<file path="src/rtl/fft_iter_seq.sv">
`default_nettype none
// ============================================================================
//  Module   : fft_iter_seq
//  Purpose  : Address/control sequencer for an in-place radix-2 DIT FFT.
//             Issues one butterfly read per cycle, walks all AWL stages and
//             replays the read addresses as write-back addresses after the
//             butterfly pipeline latency.
//  Revision : 1.0  initial release
// ============================================================================
module fft_iter_seq #(
    parameter int AWL    = 5,
    parameter int BF_LAT = 3
) (
    input  logic                       clk,
    input  logic                       rst,
    input  logic                       i_en,
    input  logic                       i_start,
    input  logic                       i_inv,
    output logic                       o_rd_en,
    output logic [AWL-1:0]             o_a_raddr,
    output logic [AWL-1:0]             o_b_raddr,
    output logic [AWL-2:0]             o_tw_addr,
    output logic                       o_tw_conj,
    output logic                       o_wr_en,
    output logic [AWL-1:0]             o_a_waddr,
    output logic [AWL-1:0]             o_b_waddr,
    output logic [$clog2(AWL+1)-1:0]   o_stage,
    output logic                       o_busy,
    output logic                       o_done,
    output logic                       o_ram_block
);

    localparam int SW  = $clog2(AWL + 1);
    localparam int DW  = $clog2(BF_LAT + 1);
    localparam int DLW = 2 * AWL + 1;

    localparam logic [AWL-1:0] c_half       = AWL'(1) << (AWL - 1);
    localparam logic [SW-1:0]  c_last_stage = SW'(AWL - 1);
    localparam logic [DW-1:0]  c_last_drain = DW'(BF_LAT - 1);

    typedef enum logic [1:0] {
        S_IDLE  = 2'd0,
        S_RUN   = 2'd1,
        S_DRAIN = 2'd2,
        S_DONE  = 2'd3
    } state_t;

    state_t              r_state;
    state_t              w_state_nxt;

    // r_bfly is the index of the next butterfly to issue, so the registered
    // read addresses trail it by one cycle.
    logic [SW-1:0]       r_s;
    logic [AWL-1:0]      r_bfly;
    logic [DW-1:0]       r_d;
    logic                r_inv;
    logic                r_rd_en;
    logic [AWL-1:0]      r_a_raddr;
    logic [AWL-1:0]      r_b_raddr;
    logic [AWL-2:0]      r_tw;
    logic [BF_LAT*DLW-1:0] r_dl;

    logic                w_issue;
    logic [SW-1:0]       w_s_iss;
    logic [AWL-1:0]      w_b_iss;
    logic [SW-1:0]       w_s_nxt;
    logic [AWL-1:0]      w_b_nxt;
    logic [DW-1:0]       w_d_nxt;
    logic                w_inv_nxt;

    logic [AWL-1:0]      w_span;
    logic [AWL-1:0]      w_pos;
    logic [AWL-1:0]      w_grp;
    logic [AWL-1:0]      w_a_addr;
    logic [AWL-1:0]      w_b_addr;
    logic [AWL-2:0]      w_tw;
    logic [DLW-1:0]      w_dl_in;
    logic [DLW-1:0]      w_dl_out;

    // Next-state and issue decision; a new stage's first butterfly is issued
    // on the same edge that leaves DRAIN so no idle cycle is inserted.
    always_comb begin
        w_state_nxt = r_state;
        w_issue     = 1'b0;
        w_s_iss     = r_s;
        w_b_iss     = r_bfly;
        w_s_nxt     = r_s;
        w_b_nxt     = r_bfly;
        w_d_nxt     = r_d;
        w_inv_nxt   = r_inv;
        case (r_state)
            S_IDLE: begin
                if (i_start) begin
                    w_state_nxt = S_RUN;
                    w_issue     = 1'b1;
                    w_s_iss     = '0;
                    w_b_iss     = '0;
                    w_s_nxt     = '0;
                    w_b_nxt     = AWL'(1);
                    w_inv_nxt   = i_inv;
                end
            end
            S_RUN: begin
                if (r_bfly == c_half) begin
                    w_state_nxt = S_DRAIN;
                    w_d_nxt     = '0;
                end else begin
                    w_issue = 1'b1;
                    w_b_nxt = r_bfly + AWL'(1);
                end
            end
            S_DRAIN: begin
                if (r_d == c_last_drain) begin
                    if (r_s == c_last_stage) begin
                        w_state_nxt = S_DONE;
                    end else begin
                        w_state_nxt = S_RUN;
                        w_issue     = 1'b1;
                        w_s_iss     = r_s + SW'(1);
                        w_b_iss     = '0;
                        w_s_nxt     = r_s + SW'(1);
                        w_b_nxt     = AWL'(1);
                    end
                end else begin
                    w_d_nxt = r_d + DW'(1);
                end
            end
            default: begin
                w_state_nxt = S_IDLE;
                w_s_nxt     = '0;
                w_b_nxt     = '0;
            end
        endcase
    end

    // DIT butterfly addressing for the butterfly about to be issued.
    always_comb begin
        w_span   = AWL'(1) << w_s_iss;
        w_pos    = w_b_iss & (w_span - AWL'(1));
        w_grp    = w_b_iss >> w_s_iss;
        w_a_addr = (w_grp << (w_s_iss + SW'(1))) | w_pos;
        w_b_addr = w_a_addr | w_span;
        w_tw     = (AWL-1)'(w_pos << (c_last_stage - w_s_iss));
    end

    // FSM, counters and registered read-side outputs.
    always_ff @(posedge clk or posedge rst) begin
        if (rst) begin
            r_state   <= S_IDLE;
            r_s       <= '0;
            r_bfly    <= '0;
            r_d       <= '0;
            r_inv     <= 1'b0;
            r_rd_en   <= 1'b0;
            r_a_raddr <= '0;
            r_b_raddr <= '0;
            r_tw      <= '0;
        end else if (i_en) begin
            r_state <= w_state_nxt;
            r_s     <= w_s_nxt;
            r_bfly  <= w_b_nxt;
            r_d     <= w_d_nxt;
            r_inv   <= w_inv_nxt;
            r_rd_en <= w_issue;
            if (w_issue) begin
                r_a_raddr <= w_a_addr;
                r_b_raddr <= w_b_addr;
                r_tw      <= w_tw;
            end
        end
    end

    assign w_dl_in = {r_rd_en, r_a_raddr, r_b_raddr};

    // Write-back delay line: read strobe and addresses shifted BF_LAT enabled cycles.
    if (BF_LAT == 1) begin : g_dl_single
        always_ff @(posedge clk or posedge rst) begin
            if (rst) begin
                r_dl <= '0;
            end else if (i_en) begin
                r_dl <= w_dl_in;
            end
        end
    end else begin : g_dl_multi
        always_ff @(posedge clk or posedge rst) begin
            if (rst) begin
                r_dl <= '0;
            end else if (i_en) begin
                r_dl <= {r_dl[(BF_LAT-1)*DLW-1:0], w_dl_in};
            end
        end
    end

    assign w_dl_out    = r_dl[BF_LAT*DLW-1 -: DLW];

    assign o_rd_en     = r_rd_en;
    assign o_a_raddr   = r_a_raddr;
    assign o_b_raddr   = r_b_raddr;
    assign o_tw_addr   = r_tw;
    assign o_tw_conj   = r_inv;
    assign o_wr_en     = w_dl_out[DLW-1];
    assign o_a_waddr   = w_dl_out[2*AWL-1:AWL];
    assign o_b_waddr   = w_dl_out[AWL-1:0];
    assign o_stage     = r_s;
    assign o_busy      = (r_state == S_RUN) || (r_state == S_DRAIN);
    assign o_done      = (r_state == S_DONE);
    assign o_ram_block = (r_state != S_IDLE);

endmodule
`default_nettype wire

</file>
<file path="config.mk">
export PLATFORM = sky130hd
export DESIGN_NAME = fft_iter_seq
export DESIGN_NICKNAME = d
export VERILOG_FILES = /design/src/rtl/fft_iter_seq.sv
export SDC_FILE = /design/constraint.sdc
export NUM_CORES = 1
export LEC_CHECK = 0
export BUFFER_PORTS_ARGS = -buffer_cell sky130_fd_sc_hd__buf_2
export CORE_UTILIZATION = 63
export DETAILED_ROUTE_END_ITERATION = 7
export GPL_TIMING_DRIVEN = 0
export PLACE_DENSITY = 0.85
export SETUP_SLACK_MARGIN = 0.2
export SKIP_LAST_GASP = 1
export SYNTH_ARGS = -nofsm -noshare
export SYNTH_HDL_FRONTEND = slang
export SYNTH_SLANG_ARGS = --single-unit
</file>
<file path="constraint.sdc">
create_clock -name clk -period 5.1 [get_ports clk]
set_input_delay 0.51 -clock clk [delete_from_list [all_inputs] [get_ports clk]]
set_output_delay 0.51 -clock clk [all_outputs]
set_load 0.01 [all_outputs]
</file>
==> metrics.cfg <==
[drt]
antenna_left = 0
drt-total-wl_um = 7232
post_drt_wl_per_cell_um = 16.44
viasPerCell = 5.818
drtIter0Drc = 99
vias = 2560
firstDrtPassIters = 4
drcViolationCount = 0

[clock_tree]
root_buffer = clkbuf_8
clock_latency_ns = 0.33
h-tree-depth = 3
tritoncts_num_sinks = 61
numCtsBuffers = 9
cts_resized = 0
cts_setup_buffers = 0
clock_path_buffers = 2
cts_tree = done
clkTransAtPathRegs_ns = 0.07
cts_hold_buf = 0

[sta]
final.setup_skew_ns = 0.01063
period_share_pct = 70.34
drv_slew = 0
setup_viol = 0
rsz0062_at_grt = false
hold_viol = 0
worst_slew_margin_rel_pct = 58.24
tightest_slew_ns = 0.6264
max_freq_ghz = 0.2788
min_period_ns = 3.587
tns_ns = 0

[setup_path]
rr_worst_depth = 16
cp_data_required_time_ns = 5.30
critPathKind = reg2reg
crit_end = o_b_raddr[4]$_DFFE_PP0P_
path_max_fanout = 9
r2r_slack_ns = 1.51
reg2reg_from = r_state[0]$_DFFE_PP0P_
r2r-end = o_b_raddr[4]$_DFFE_PP0P_
cp-end-kind = flip-flop
arrival_ns = 3.79
start_kind = flip-flop
crit_path_start = r_state[0]$_DFFE_PP0P_

[placed_design]
dpl.hpwl_um = 5325
port_buffers = 37
place.gp.congestion = 0.9927
dpl.cell_count = 425

[floorplanning]
die_x_um = 75.24
core_um2 = 5140
die-height_um = 75.24
die_area_um2 = 5661
ios = 38
start_util_pct = 65.75
rows = 26

[outcome]
status = finished, final reports clean

[logic_synthesis]
ys_warn_count = 0
synth-seq-cells = 61
async_flop_share_pct = 100.0
syn_nets = 340
synth_mux_area_share_pct = 14.07
syn_area_per_cell_um2 = 10.66
yosysTopAreaCell = dfrtp_1
synth-edff-count = 0
synth_area_um2 = 3379
synthCells = 317
synth_top_area_share_pct = 45.17
synth-compound-area-share_pct = 14.29
synth-xor-area-share_pct = 0.7775
yosysSeqAreaShare_pct = 45.17
synth.top_cells.by_area = dfrtp_1 45%, mux2_2 12%, ha_1 6.7%
synth_top_family_by_area = compound AO/OA/AOI/OAI gates
synth.distinct_cells = 61
synthAdderAreaFrac_pct = 6.664
synthSimpleGateAreaFrac_pct = 12.62
synth_ff_type = dfrtp_1

[power_and_ir_drop]
power_density_nw_per_um2 = 557.6
p_leak_nw = 1.823
ir_drop_mv = 0.2857

[grt]
grt_overflow_total = 0
grt_pass1_vias = 2472
antenna_found_initial = 0
grt_pass1_wl_um = 11640
grt_start_max_net_pins = 41
grt_use_total_pct = 27.92

[final_layout]
ff_latch_area_um2 = 1526
stdcell_count = 440
nets = 389
diodes = 0
drive_gt1_share_pct = 33.24
area_growth_pct = 13.99
multi_input_area_um2 = 1637
final_common_cell = dfrtp_1
mostFrequentLayoutCells = 61 x dfrtp_1, 39 x buf_2, 36 x mux2_2
fill_cells = 360

[worst_hold_path]
hold_class = in2async

[flow_run]
max-cap-violations = 0

[registers in the layout (all words and copies together) (netlist names)]
register   count
r_dl          33
r_state        2
o_a_raddr      5
o_rd_en        1
r_bfly         5
o_tw_addr      4
o_stage        3
r_d            2
o_tw_conj      1
o_b_raddr      5
[report_power, final]
| part | switching (mW) | total (mW) | leakage (nW) | internal [mW] |
|---|---|---|---|---|
| Clock | 0.188 | 0.408 | 0.0919 | 0.221 |
| Sequential | 0.146 | 0.827 | 0.755 | 0.681 |
| Combinational | 0.486 | 0.913 | 0.976 | 0.427 |
| Total | 0.820 | 2.15 | 1.82 | 1.33 |
[metrics by stage]
step	instance area, um^2	total power [mW]	setup WS [ns]	hold slack, ns	util (%)
finish	3852	2.148	1.513	0.1892	74.95
global route	3852	2.293	1.297	0.2340	74.95
CTS	3852	2.148	1.556	0.1978	74.95
detailed placement	3672	1.738	1.586	0.4607	71.45
global placement	3652	1.683	1.591	0.4588	71.06
floorplan	3379	1.458	2.078	0.4750	-
[final cells by class]
class                           instances  area share, %
Buffer                                 22          3.865
Clock inverter                          5          1.364
Sequential cell                        61          39.62
Multi-Input combinational cell        217          42.48
Clock buffer                           10          3.313
Timing Repair Buffer                   38          5.326
Inverter                               17          1.754
Tap cell                               70          2.273
[worst min-delay path by stage]
stage	start	endpoint	slack, ns	cells after the start
detailed placement	o_tw_addr[1]$_DFFE_PP0P_	o_tw_addr[1]$_DFFE_PP0P_	0.46	2
CTS	rst	r_dl[10]$_DFFE_PP0P_	0.20	2
global placement	o_tw_addr[0]$_DFFE_PP0P_	o_tw_addr[0]$_DFFE_PP0P_	0.46	2
finish	rst	r_dl[10]$_DFFE_PP0P_	0.19	2
global route	rst	r_dl[10]$_DFFE_PP0P_	0.23	2
floorplan	r_dl[0]$_DFFE_PP0P_	r_dl[0]$_DFFE_PP0P_	0.47	1
[worst max-delay path, stage by stage, from the launching register on]
cell and delay, ns:
dfrtp_1 0.44, inv_1 0.12, ha_1 0.27, mux2i_1 0.35, a21oi_1 0.15, a21oi_2 0.35, inv_4 0.11, ha_1 0.22
ha_1 0.21, inv_1 0.12, ha_1 0.19, nand2b_1 0.06, a21oi_1 0.14, xor2_1 0.10, a31oi_1 0.22, nand4_1 0.20
o22a_1 0.23
[kinds of logic after synthesis]
| logic type | count (synthesis) |
|---|---|
| buf+inv | 39 |
| fa+ha+maj | 18 |
| flops | 61 |
| mux | 43 |
| simple gates | 85 |
| compound gates | 68 |
| xor+xnor | 3 |
[cell usage after synthesis, types with 2 or more instances]
cell type	instances
dfrtp_1	61
mux2_2	36
nand2_1	28
ha_1	18
o21ai_0	16
nor2_1	15
inv_1	14
a21oi_1	13
buf_4	11
nand3_1	9
mux2i_1	7
a31oi_1	6
nand4_1	5
nor3_1	5
buf_1	4
a22o_1	3
and3_1	3
buf_6	3
or3_1	3
a211o_1	2
a211oi_1	2
a21o_1	2
a21oi_2	2
and3b_1	2
buf_2	2
clkbuf_1	2
nand2_2	2
nand2b_1	2
o211a_1	2
o22ai_1	2
o31ai_1	2
o41ai_1	2
or4_1	2
xnor2_1	2
[metal layers]
layer | global-route usage (%) | up-vias | wire length (um)
li1 | - | 1226 | -
met1 | 36.07 | 1240 | 3201
met2 | 46.45 | 77 | 3535
met3 | 6.158 | 17 | 355
met4 | 10.08 | 0 | 140
met5 | 0 | - | 0
Power figures use the tool's default switching activity.
